<file path="config.mk">
export PLATFORM = sky130hd
export DESIGN_NAME = smash_input_conditioner
export DESIGN_NICKNAME = d
export VERILOG_FILES = /design/src/rtl/smash_input_conditioner_pkg.sv /design/src/rtl/smash_input_conditioner_btn_debounce.sv /design/src/rtl/smash_input_conditioner.sv
export SDC_FILE = /design/constraint.sdc
export NUM_CORES = 1
export LEC_CHECK = 0
export CORE_ASPECT_RATIO = 1.5
export CORE_MARGIN = 5
export CORE_UTILIZATION = 35
export DETAILED_ROUTE_END_ITERATION = 12
export HOLD_SLACK_MARGIN = 0.12
export PLACE_DENSITY = 0.5
export SETUP_SLACK_MARGIN = 0.02
export SYNTH_ARGS = -nofsm -noshare
export SYNTH_HDL_FRONTEND = slang
export SYNTH_HIERARCHICAL = 1
export SYNTH_SLANG_ARGS = --single-unit
</file>
<file path="constraint.sdc">
create_clock -name clk100k -period 1.7 [get_ports clk100k]
set_input_delay 0.34 -clock clk100k [delete_from_list [all_inputs] [get_ports clk100k]]
set_output_delay 0.34 -clock clk100k [all_outputs]
set_load 0.1 [all_outputs]
</file>
<file path="src/rtl/smash_input_conditioner_pkg.sv">
// Shared zone codes, handshake state encodings and defaults for the smash button front end.
package smash_input_conditioner_pkg;

  localparam int DEF_DEBOUNCE_TICKS = 500;

  typedef enum logic [1:0] {
    ZONE_TL = 2'd0,
    ZONE_TR = 2'd1,
    ZONE_BL = 2'd2,
    ZONE_BR = 2'd3
  } zone_e;

  typedef enum logic [1:0] {
    IDLE     = 2'd0,
    PEND     = 2'd1,
    WAIT_LOW = 2'd2
  } hs_state_e;

  // Lowest index wins when several buttons fire together.
  function automatic zone_e prio_zone(input logic [3:0] edges);
    if (edges[0])      return ZONE_TL;
    else if (edges[1]) return ZONE_TR;
    else if (edges[2]) return ZONE_BL;
    else               return ZONE_BR;
  endfunction

endpackage

</file>
<file path="src/rtl/smash_input_conditioner_btn_debounce.sv">
// One button: 2-flop synchroniser, debounce counter, debounced level and press pulse.
module btn_debounce
  import smash_input_conditioner_pkg::*;
#(
  parameter int DEBOUNCE_TICKS = DEF_DEBOUNCE_TICKS,
  parameter int CNT_W          = 10
) (
  input  logic clk100k,
  input  logic reset,
  input  logic btn_n,
  output logic btn_level,
  output logic rise
);

  localparam logic [CNT_W-1:0] CNT_TC = CNT_W'(DEBOUNCE_TICKS - 1);

  logic             sync1;
  logic             sync2;
  logic             pressed_s;
  logic [CNT_W-1:0] cnt;

  assign pressed_s = ~sync2;

  always_ff @(posedge clk100k) begin
    if (reset) begin
      sync1 <= 1'b1;
      sync2 <= 1'b1;
    end else begin
      sync1 <= btn_n;
      sync2 <= sync1;
    end
  end

  // rise is registered so it coincides with the first cycle of btn_level high.
  always_ff @(posedge clk100k) begin
    if (reset) begin
      cnt       <= '0;
      btn_level <= 1'b0;
      rise      <= 1'b0;
    end else begin
      rise <= 1'b0;
      if (pressed_s == btn_level) begin
        cnt <= '0;
      end else if (cnt == CNT_TC) begin
        cnt       <= '0;
        btn_level <= pressed_s;
        rise      <= pressed_s;
      end else begin
        cnt <= cnt + 1'b1;
      end
    end
  end

endmodule

</file>
<file path="src/rtl/smash_input_conditioner.sv">
// Debounces four smash buttons, priority-encodes press edges and hands one zone
// event at a time to the slow game domain over a 4-phase req/ack handshake.
//
// state    | meaning
// IDLE     | no event outstanding; accepts a press edge when ack_s is low
// PEND     | evt_valid high, zone/multi held until ack_s rises
// WAIT_LOW | request withdrawn, waiting for ack_s to return low
module smash_input_conditioner
  import smash_input_conditioner_pkg::*;
#(
  parameter int NUM_BTN        = 4,
  parameter int DEBOUNCE_TICKS = DEF_DEBOUNCE_TICKS,
  parameter int CNT_W          = 10
) (
  input  logic               clk100k,
  input  logic               reset,
  input  logic [NUM_BTN-1:0] btn_n,
  input  logic               evt_ack,
  output logic               evt_valid,
  output logic [1:0]         evt_zone,
  output logic               evt_multi,
  output logic [NUM_BTN-1:0] btn_level,
  output logic [3:0]         drop_count
);

  logic [NUM_BTN-1:0] rise;
  logic               ack1;
  logic               ack_s;
  hs_state_e          state_q;
  hs_state_e          state_d;
  logic               load;
  logic               drop;
  zone_e              zone_q;
  logic               multi_q;

  for (genvar i = 0; i < NUM_BTN; i++) begin : g_btn
    btn_debounce #(
      .DEBOUNCE_TICKS(DEBOUNCE_TICKS),
      .CNT_W         (CNT_W)
    ) u_deb (
      .clk100k  (clk100k),
      .reset    (reset),
      .btn_n    (btn_n[i]),
      .btn_level(btn_level[i]),
      .rise     (rise[i])
    );
  end

  always_ff @(posedge clk100k) begin
    if (reset) begin
      ack1  <= 1'b0;
      ack_s <= 1'b0;
    end else begin
      ack1  <= evt_ack;
      ack_s <= ack1;
    end
  end

  always_ff @(posedge clk100k) begin
    if (reset) state_q <= IDLE;
    else       state_q <= state_d;
  end

  // A stuck-high ack in IDLE blocks new events; those presses count as drops.
  always_comb begin
    state_d = state_q;
    load    = 1'b0;
    drop    = 1'b0;
    case (state_q)
      IDLE: begin
        if (|rise) begin
          if (ack_s) begin
            drop = 1'b1;
          end else begin
            load    = 1'b1;
            state_d = PEND;
          end
        end
      end
      PEND: begin
        drop = |rise;
        if (ack_s) state_d = WAIT_LOW;
      end
      WAIT_LOW: begin
        drop = |rise;
        if (!ack_s) state_d = IDLE;
      end
      default: state_d = IDLE;
    endcase
  end

  always_ff @(posedge clk100k) begin
    if (reset) begin
      zone_q  <= ZONE_TL;
      multi_q <= 1'b0;
    end else if (load) begin
      zone_q  <= prio_zone(rise);
      multi_q <= (rise & (rise - 1'b1)) != '0;
    end
  end

  always_ff @(posedge clk100k) begin
    if (reset)                           drop_count <= '0;
    else if (drop && drop_count != 4'hF) drop_count <= drop_count + 4'd1;
  end

  assign evt_valid = (state_q == PEND);
  assign evt_zone  = zone_q;
  assign evt_multi = multi_q;

endmodule

</file>
* After elaboration in Yosys (flattened, before gate mapping)
Cells that the tools add are included.
Cells by class: $add $sub $neg 6, bitwise logic cells 13, equality and inequality tests 15, multiplexer cells 14, reduce and logical (&&, ||, !) cells 18
Operators by type and width (number):
- 10-bit by 1-bit adder with 10-bit output (second input constant) | 4
- 10-bit by 9-bit == test with 1-bit output (second input constant) | 4
- 3-bit OR reduction | 8
- 2-bit two-way mux | 6
- 1-bit inverter | 12
- 2-bit AND reduction | 4
- 1-bit two-way mux | 6
- 2-bit != test (second input constant) | 3
- 2-bit case mux with 3 select lines | 1
- 4-bit by 1-bit adder with 4-bit output (second input constant) | 1
- 4-bit AND | 1
- 1-bit == test | 4
- 4-bit != test (second input constant) | 1
- 4-bit AND reduction | 1
- 4-bit nonzero test | 1
- 4-bit OR reduction | 1
- 4-bit by 1-bit subtractor with 4-bit output (second input constant) | 1
- 2-bit by 1-bit == test with 1-bit output (second input constant) | 1
- 2-bit == test (second input constant) | 1
- 2-bit zero test | 1
- 2-bit by 1-bit != test with 1-bit output (second input constant) | 1
- 1-bit case mux with 2 select lines | 1
- 2-bit OR reduction | 1
- 1-bit logical AND | 1
Storage, ports and cells: register bits 67, input port bits 7

* Longest topological paths before layout
Gate-level depths: netlist of run 1.
word-level depth 4, mapped depth 5, depth with buffers taken out 5

* Cells and area by module
The synthesis of run 1 kept the hierarchy.
Modules (own cells, without submodules):
- btn_debounce | cells each 58, area an instance 561.8 um^2, seq. area each 280.3 um^2, instances 4
- smash_input_conditioner | cells each 65, area an instance 625.6 um^2, seq. area each 220.2 um^2, instances 1

* Worst setup path after synthesis of run 1
OpenSTA, ideal clock, no wires.
path kind register to register, start register drop_count[0], end register drop_count[2], required time 1.577 ns, path buffers 0, data arrival time 1.860 ns, path slack -0.283 ns, period minus slack after synthesis 1.983 ns, cell stages (with the launch flop) 4, path through dfxtp_1 -> ha_1 -> nor4b_1 -> mux2_1
Between the ends: cells in the longest elaborated chain, start to end 2
RTL lines:
- start: declaration | RTL line smash_input_conditioner.sv:23 | output logic [3:0] drop_count
- start signal: assignment | RTL line smash_input_conditioner.sv:104 | else if (drop && drop_count != 4'hF) drop_count <= drop_count + 4'd1;
- parallel branches: the longest is 2 deep, another holds 4-bit by 1-bit adder with 4-bit output
Parallel ways; which one is timed is not known. A chain may end at the register's enable or synchronous reset.

* Worst setup path in the final report of run 1
start register state_q[1], end register drop_count[2]
Between the ends: cells in the longest elaborated chain, start to end 4
RTL lines:
- start: declaration | RTL line smash_input_conditioner.sv:29 | hs_state_e state_q;
- start signal: assignment | RTL line smash_input_conditioner.sv:61 | else state_q <= state_d;
- 2-bit by 1-bit == test with 1-bit output or 2-bit == test (tied branches) | RTL line smash_input_conditioner.sv:69 | case (state_q)
- 2-bit OR reduction (no line)
- 1-bit case mux with 2 select lines * | RTL line smash_input_conditioner.sv:69
- 1-bit logical AND * | RTL line smash_input_conditioner.sv:104
Every way passes the cells marked *; elsewhere a longest branch is shown, timed or not.

==> run summary, run 1 <==
The flow ran to the end, and the final reports show no timing, DRC or antenna violations. The pre-antenna-repair detailed-routing pass consisted of 4 iterations. For this run, the leading register cell type out of synthesis is dfxtp_1. The via count of the first global-routing pass is 2103, and the post-synthesis average cell area is 9.67 um2.

The total area inside the core boundary comes to 0.00801 mm2. For this block, the initial DRC count from the detailed router was 76. Synthesis inferred 67 register bits. met2 is the most crowded layer. The maximum buffer depth of the clock tree is 2.

Setup violations remaining at the end of the flow were counted as 0. The share of flip-flops with an asynchronous set or reset after synthesis is 0%. STA classifies the critical path startpoint as a register. The hold violation count in the final report is 0, and the maximum ir drop on the vdd rail is 580 uV.

In this run the power density over the cells is 924 mW/mm2. Summing all non-filler instances in the final layout gives an area of 0.00368 mm2. Traced cell by cell, the critical path runs through inv_1 > ha_1 > a21oi_1 > nor4b_1 > mux2_1.

Hold is met by 408 ps. Global routing finished with a remaining overflow of 0. The clock tree synthesis step divided the H-tree into 3 levels.

For the number of DRC violations after detailed routing, the log shows 0. TritonCTS built the clock tree. Global routing used 11.2% of the available tracks across all layers. The run gives 313 as the post-synth net total.

The number of hold buffers added after CTS was 0. STA classifies the critical path endpoint as a register. The cell type group with the largest total delay on the critical path was simple AND/OR/NAND/NOR gates. The fraction of the cycle the final worst path needs came out at 97.1%. Counting every sink on the clock net gives 67.

For the pin with the worst max-slew slack, the measured transition is 378 ps. The detailed router placed 2160 vias in this run. The layout-stage area growth over the synthesis result was 28.0%. The synthesized netlist occupies a cell area of 0.00287 mm2.

The logs give 49.8 ps for the setup slack after layout and 320 ps for the clock network latency to the later pin of the worst-skew pair. The critical path is of the reg2reg type. Setup repair after global routing could not meet its margin everywhere. In this run the worst path has a maximum fanout of 4. 0 antenna diodes ended up in the layout. Half-perimeter wire length after detailed placement: 3.74 mm.

The die footprint is 0.0102 mm2, and the buffer and inverter count on the worst path is 1. The run gives 3.06% as the global-route track usage on met3. The final setup TNS is 0 ps, and the post-cts gate resize count is 0.

Based on the critical path, the design can be clocked at up to 606 MHz. STA puts the critical path data arrival time at 1850 ps. The library cells used most frequently in the layout, excluding fill and tap cells, are dfxtp_1 (63), nor2_1 (36), nand3_1 (17), nand2_1 (16).

The synthesized design contains 0 enable-type register cells. Counting distinct cell types in the post-synthesis netlist gives 38. The number of antenna violations at the first check in global routing was 0; the count of synthesis-stage warnings from yosys was 6. Of the cells placed in the final design, the portion with a size suffix greater than 1 is 24.0%. The count of nets left with antenna violations after detail routing was 0; the final weighted congestion of routability-driven global placement was 0.731. Across the run, the number of max-cap violations was 0.

In this run, CTS created clock tree buffers numbering 9. Power comes to 3.40 mW. After floorplanning, the core was divided into 40 placement rows. The smallest clock period supported by the final layout is computed as 1650 ps. The cell leakage power was 1.37 nW; the post-synthesis cell count was 297. Once the clock tree was built, the setup fixing pass inserted 0 buffers. The cell at the root of the clock tree is clkbuf_16. The tools report the instance count after placement with tap cells included as 427.

Port buffering added 18 buffers. The worst hold path belongs to the class reg2reg. After detailed routing, the number of vias per cell comes to 4.89. The leading cell type in the layout, fill and taps excluded was dfxtp_1.

After clock tree synthesis, the clock-pin slew on the worst setup and hold paths is 50 ps. The net count of the finished layout is 349. The run gives 442 as the non-filler instance count after layout. 19 I/O pins were placed. In this run the vertical extent of the chip is 121 um.

The overall die width is 84.0 um. The routed length per placed instance is 11.6 um, and the total wirelength of the detailed-routed design is 5.14 mm. The maximum number of pins on one net before global-route repair is 41. The logs give 1900 ps for the required time reported for the critical path endpoint and 57.7 ps for the pre-CTS worst setup slack. The max-slew violation total from the final report came out at 0. The final cell utilization of the core was 45.9%; the sequential fraction of the synthesis area was 46.7%. The longest individual stage delay on the worst path was 350 ps; the met2 track demand over resource was 18.2%.

For this run, global-route usage on met1 was measured as 12.8%. The first global-routing pass estimated 9.14 mm of wire. For this configuration, the core starts out at a cell density of 35.9%. The clock arrives with 5.89 ps of skew. In this run the cell area measured after placement is 0.00339 mm2.

The slowest stage of the critical path is the nor4b_1 cell. The worst pin sits at a relative slew slack of 74.6%. Counting the fill cells in the layout gives 788.
## worst paths after layout
| check | cells past startpoint | slack (ps) | from | to |
|---|---|---|---|---|
| worst max-delay path | 5 | 50 | state_q[1] | drop_count[2] |
| worst min-delay path | 1 | 410 | g_btn[2].u_deb/sync1 | g_btn[2].u_deb/sync2 |
| worst max register to register | 5 | 50 | state_q[1] | drop_count[2] |
| worst min register to register | 1 | 410 | g_btn[2].u_deb/sync1 | g_btn[2].u_deb/sync2 |
## report_power, final
part | internal, mW | leakage, nW | switching, mW | total [mW]
Clock | 1.09 | 0.141 | 0.617 | 1.71
Combinational | 0.0445 | 0.684 | 0.0466 | 0.0911
Sequential | 1.59 | 0.544 | 0.00973 | 1.60
## synthesized netlist by cell type (all sizes together), types with 2 or more instances
cell    instances  area [um2]
nor4b           2        17.5
or3            10        82.6
o31ai           5        57.6
nor2b           6        37.5
nand2b          3        18.8
dfxtp          67        1340
o221a           8        90.1
xor2           12         105
nor3           13        65.1
nor4            2        33.8
nand2          20        85.1
and2            9        56.3
or4             2        15.0
nand3          17        85.1
and3            9        56.3
nand3b          4        30.0
xnor2          12         105
and4            4        40.0
mux2            3        37.5
or2            12        75.1
a21oi          13        65.1
o21ai           4        20.0
inv             4        15.0
nand4           4        25.0
ha              9         113
nor2           36         135
## worst reg2reg max path, delay by kind of cell, from the launching register on
family                     cells  cell delay [ps]
DFF                            1              320
adders and majority gates      1              230
and+or+nand+nor                1              350
buffers and inverters          1              140
AOI/OAI and AO/OA              1              140
muxes                          1              350
## cell type report
| cell class | instances | area (um2) | share of cell area, % |
|---|---|---|---|
| clock inverter | 2 | 10.0 | 0.272 |
| inverter | 4 | 15.0 | 0.408 |
| timing repair buffer | 26 | 373 | 10.1 |
| tap | 105 | 131 | 3.57 |
| sequential | 67 | 1350 | 36.6 |
| multi-input combinational | 225 | 1530 | 41.6 |
| clock buffer | 13 | 270 | 7.35 |
## flip-flops by register name, summed over array words and instances (netlist names)
| register | cells |
|---|---|
| state_q | 2 |
| g_btn.u_deb/sync1 | 4 |
| g_btn.u_deb/btn_level | 4 |
| ack_s | 1 |
| g_btn.u_deb/sync2 | 4 |
| evt_zone | 2 |
| g_btn.u_deb/rise | 4 |
| ack1 | 1 |
| drop_count | 4 |
| g_btn.u_deb/cnt | 40 |
| evt_multi | 1 |
## metal layers
metal | vias up | routed length, um
met5 | - | 0
met4 | 0 | 138
met3 | 8 | 185
met2 | 33 | 2500
met1 | 996 | 2310
li1 | 1123 | -
## cells by family after synthesis
logic type      after synthesis  synth area share (%)
flops                        67                  46.7
mux                           4                  1.65
compound gates               32                  8.93
simple gates                155                  30.5
fa+ha+maj                    10                  4.27
buf+inv                       5                 0.653
xor+xnor                     24                  7.32
Note: power is estimated with default switching activity, not from simulation.
==> inputs of run 2 (changes only) <==
- CORE_ASPECT_RATIO: 1.5 -> 1.25
- GPL_TIMING_DRIVEN: unset -> 1
==> run summary, run 2 (synthesis gave the netlist of run 1 again) <==
The logs give 0 for the hold violation count in the final report and 0 for the max-slew violation total from the final report. Setup total negative slack on the finished layout was measured at 0 ps. The wire length of the first global-routing pass is 9.24 mm, and the final layout net count is 349. The overall routing resource usage was 11.2%.

For the number of DRC violations after detailed routing, the log shows 0. The leading cell type in the layout, fill and taps excluded was dfxtp_1. In this run the deepest clock path goes through 2 buffers.

The critical path in this run is classified as reg2reg. Setup fix buffers added after clock tree synthesis: 0. The total area inside the core boundary comes to 0.00815 mm2. In the routed layout, each cell is associated on average with a via count of 4.91.

The cell type group with the largest total delay on the critical path was simple AND/OR/NAND/NOR gates. The actual slew at the worst max-slew pin came out at 419 ps. The tools report the cell leakage power as 1.34 nW. The run finished with clean final reports. The H-tree depth reported by CTS is 3, and the cell area power density is 848 mW/mm2. Post-cts gate resize count: 0. For the number of antenna violations at the first check in global routing, the log shows 0. The die is 91.0 um wide. The aggregate global routing overflow is 0, and the clock period minus worst slack is 1580 ps. In this run the critical register-to-register path is captured at drop_count[0]. The tools report the die footprint as 0.0101 mm2. The signal arrival time at the worst endpoint was 1810 ps.

The tools report the startpoint type of the worst setup path as a register. The number of flip-flops in the largest register came out at 40. The pre-antenna-repair detailed-routing pass consisted of 4 iterations. For hold timing, the worst endpoint is g_btn[0].u_deb/sync2. The via count of the first global-routing pass came out at 2132. Setup violations remaining at the end of the flow were counted as 0. The hold-critical path depth is 1. In this run the worst path has a maximum fanout of 5.

TritonCTS built the clock tree. The number of antenna cells inserted came out at 0. The required time reported for the critical path endpoint was 1930 ps. Once detailed placement completed, the half-perimeter wirelength came to 3.58 mm. For this block, the via count after detailed routing is 2137. The CTS buffer count is 9. Max-cap violations in this run came to 0. Entering global routing, the biggest net connects 41 pins. Together, buffers and inverters on the worst path number 0. Ranked by flip-flop count, first place goes to g_btn.u_deb/cnt.

The area growth from synthesis to layout is 25.7%. The run gives 0.804 as the final weighted congestion of routability-driven global placement. In this run the worst setup path begins at drop_count[0].

The tools report the number of sinks driven by the clock tree as 67. The worst register-to-register path has a setup slack of 120 ps. In this run the vertical extent of the chip is 111 um. The critical path goes through ha_1 > and3_1 > nor4_2 > mux2_4. Across the VDD grid, the largest voltage drop is 560 uV.

STA classifies the critical path endpoint as a register. The number of fillers in the final layout came out at 795. 19 I/O pins were placed.

For the worst flop-to-flop path, the logic depth is 4. Number of rows in the core area: 37. The count of nets left with antenna violations after detail routing came out at 0.

Power comes to 3.06 mW. Clock latency on the worst-skew pair, taken at its later pin, is 340 ps. Counting buffers and inverters, the worst setup path is 4 cells deep.

The hold buffer count at cts is 0. The startpoint of the tightest hold check path was g_btn[0].u_deb/sync1. The number of buffer cells added on primary ports was 18. The highest clock rate is 633 MHz, and the clock edge transition at the registers on the reported setup and hold paths is 70 ps. After detailed routing, the total wire length is 4.93 mm. The path class of the tightest hold or removal check is reg2reg. On the final layout, the worst clock skew is 7.01 ps.

The slowest stage of the critical path is the nor4_2 cell. The routed length per placed instance was 11.3 um. Setup repair after global routing could not meet its margin everywhere. In this run, the number of DRC markers left after iteration 0 of detailed routing was 75. The post-route netlist has 25.1% of its cells at a drive strength greater than 1. The worst slew margin relative to its limit is 71.8%, and the fraction of the cycle the final worst path needs is 92.9%.

Cell at the root of the clock tree: clkbuf_8. In the layout the commonest cells are dfxtp_1 (63), nor2_1 (36), nand3_1 (17), nand2_1 (16). The launch point of the worst reg-to-reg path is drop_count[0]. For this configuration, the core starts out at a cell density of 35.3%. In this design, the stage delay of the slowest critical-path cell is 360 ps.
[run 2: per-layer routing]
layer,vias to the layer above,GRT usage [%],part of all wire [%]
li1,1122,-,-
met2,33,16.7,45
met5,-,0,0
met3,10,3.12,4.5
met1,972,13.6,47
met4,0,8.12,3.3
[run 2: how the worst max path moves through the flow]
stage                     slack, ps                    end
after floorplan                  30  g_btn[0].u_deb/cnt[7]
after global placement           80          drop_count[2]
after detailed placement         60          drop_count[0]
after CTS                        40          drop_count[0]
after global routing             10            evt_zone[0]
final                           120          drop_count[0]
[run 2: cell type report]
| cell class | count | area, um2 | area share (%) |
|---|---|---|---|
| tap | 97 | 121 | 3.36 |
| inverter | 4 | 15.0 | 0.416 |
| clock buffer | 12 | 165 | 4.58 |
| multi-input combinational | 225 | 1540 | 42.7 |
| clock inverter | 4 | 47.5 | 1.32 |
| timing repair buffer | 26 | 373 | 10.3 |
| sequential | 67 | 1350 | 37.3 |
[run 2: per-stage QoR]
stage	cell area [um2]	setup slack [ps]	util, %	instances	hold WS [ps]
after global routing	3610	13.5	44.3	435	423
after CTS	3590	37.6	44.1	435	411
after floorplan	2890	34.4	-	297	389
final	3610	121	44.3	435	409
after detailed placement	3380	56.8	41.5	419	393
after global placement	3380	81.7	41.5	419	395
[run 2: power breakdown]
group          switching, mW  internal, mW  total [mW]
sequential           0.00970          1.59        1.59
clock                  0.584         0.792        1.38
combinational         0.0466        0.0452      0.0918
==> inputs of run 3 (changes only) <==
- CORE_MARGIN: 5 -> 2
- CORE_UTILIZATION: 35 -> 30
- PLACE_DENSITY: 0.5 -> 0.44
==> run summary, run 3 (synthesis gave the netlist of run 1 again) <==
The flow ran to the end, and the final reports show no timing, DRC or antenna violations. The final cell utilization of the core was 40.3%. The hold violation count in the final report was 0; the final design area excluding fillers was 0.00372 mm2. TritonCTS built the clock tree.

Setup repair after global routing could not meet its margin everywhere. The critical path in this run is classified as reg2reg. The cell area power density was 935 mW/mm2. Once placement finished, the instance area stood at 0.00342 mm2. The longest individual stage delay on the worst path works out to 420 ps. In this run, the number of DRC markers left after iteration 0 of detailed routing was 48. The worst path needs 1570 ps of the cycle, external delays included. Setup violations remaining at the end of the flow were counted as 0.

The signal arrival time at the worst endpoint was 1780 ps; the clock edge transition at the registers on the reported setup and hold paths was 50 ps. The buffer and inverter count on the worst path came out at 1. Number of antenna violations at the first check in global routing: 0.

Of the cells placed in the final design, the portion with a size suffix greater than 1 is 24.6%. The max-slew violation total from the final report is 0, and the met2 wire length is 2.28 mm. The highest-delay cell along the critical path was nor4_2. The first global-routing pass estimated 9.24 mm of wire. For the number of sinks driven by the clock tree, the log shows 67.

STA classifies the critical path endpoint as a register. The tools report the startpoint type of the worst setup path as a register. At the worst endpoint, the required time is 1910 ps.

The worst pin sits at a relative slew slack of 74.9%. The signal on the critical path passes through buf_4 > ha_1 > nor4_2 > mux2_4. H-tree depth reported by CTS: 3. Counting flops per register, the top entry is g_btn.u_deb/cnt. The CTS buffer count is 9. The actual slew at the worst max-slew pin works out to 373 ps. Type of the tightest min-delay check: reg2reg. The pre-antenna-repair detailed-routing pass consisted of 4 iterations.

Once the clock tree was built, the setup fixing pass inserted 0 buffers. At the end of routability-driven placement, the weighted congestion stood at 0.811. The die covers 0.0104 mm2.

The final setup TNS is 0 ps. The cell type group with the largest total delay on the critical path was simple AND/OR/NAND/NOR gates. The aggregate global routing overflow was 0; the number of buffer cells added on primary ports was 18. IR analysis of the VDD net gives a maximum drop of 488 uV. The die is 91.5 um wide. The core region is 0.00922 mm2.

The count of nets left with antenna violations after detail routing came out at 0. The die outline height is 113 um. The run gives 2 as the maximum buffer depth of the clock tree. In this run the count of I/O pins placed on the die edge is 19.

The largest fanout on the critical path is 3, and the via count is 2166. The tools report the clock network latency to the later pin of the worst-skew pair as 330 ps. For this design the static power due to leakage is 1.38 nW.

Entering global routing, the biggest net connects 41 pins. The run gives 209 um as the routed length on met3. Fraction of the cycle the final worst path needs: 92.4%. The cell at the root of the clock tree is clkbuf_16. The final layout net count is 350.

In the global route stage, overall resource usage came out at 11.2%. The clock skew after layout was 5.00 ps; the wire length on met1 was 2.55 mm. The tools report the number of fillers in the final layout as 897.

After detailed routing, no signal wire sits above met4. Derived from the worst setup path, the maximum achievable clock frequency is 637 MHz. The register with the most flip-flops in the layout has 40 of them. The area growth from synthesis to layout is 29.5%.

The library cells used most frequently in the layout, excluding fill and tap cells, are dfxtp_1 (63), nor2_1 (36), nand3_1 (17), nand2_1 (16). Once detailed placement completed, the half-perimeter wirelength came to 3.60 mm. Row generation in the floorplan step produced 39 rows. The tools report the number of max-capacitance violations reported as 0. The routed design has 5.20 mm of wire. Number of DRC violations after detailed routing: 0. The leading cell type in the layout, fill and taps excluded is dfxtp_1. After detailed routing, the average wire length per cell comes to 11.3 um. The via count of the first global-routing pass came out at 2132. The number of antenna cells inserted came out at 0. After detailed routing, the number of vias per cell comes to 4.71. The starting density of the core was 31.1%.
## run 3: what timing repair did
action / CTS / global route
hold buffers: 0 / 0
resized for setup: 0 / 3
endpoints found under the setup margin: 0 / 3
## run 3: area by class of cell
type / count / area, um2 / area share [%]
clock buffers: 11 / 243 / 6.53
inverters: 4 / 15.0 / 0.404
multi-input cells: 225 / 1540 / 41.4
repair buffers: 27 / 380 / 10.2
clock inverters: 3 / 40.0 / 1.08
flip-flops and latches: 67 / 1350 / 36.2
well taps: 123 / 154 / 4.14
## run 3: report_power, final
| group | leakage, nW | switching (mW) | internal (mW) | total, mW |
|---|---|---|---|---|
| clock network | 0.141 | 0.629 | 1.15 | 1.78 |
| registers | 0.544 | 0.0100 | 1.59 | 1.60 |
| logic | 0.690 | 0.0484 | 0.0485 | 0.0969 |
| total | 1.38 | 0.688 | 2.79 | 3.48 |
## run 3: per-layer routing
layer / global-route usage [%] / vias up
li1: - / 1130
met1: 13.4 / 988
met2: 17.0 / 36
met3: 3.17 / 12
met4: 8.38 / 0
met5: 0 / -
## run 3: path summary, 6_finish.rpt
check	from	endpoint	slack [ps]	depth (start not counted)
max	state_q[0]	drop_count[0]	130	4
min	g_btn[1].u_deb/sync1	g_btn[1].u_deb/sync2	410	1
max reg2reg	state_q[0]	drop_count[0]	130	4
min reg2reg	g_btn[1].u_deb/sync1	g_btn[1].u_deb/sync2	410	1
## run 3: metrics by stage
step | hold WS (ps) | power (mW) | setup slack [ps] | cells
finish | 407 | 3.48 | 129 | 460
floorplan | 389 | 1.68 | 34.4 | 297
detailed placement | 399 | 1.73 | 77.4 | 446
global placement | 391 | 1.73 | 68.6 | 446
global route | 428 | 3.62 | 16.9 | 460
CTS | 411 | 3.54 | 65.2 | 460
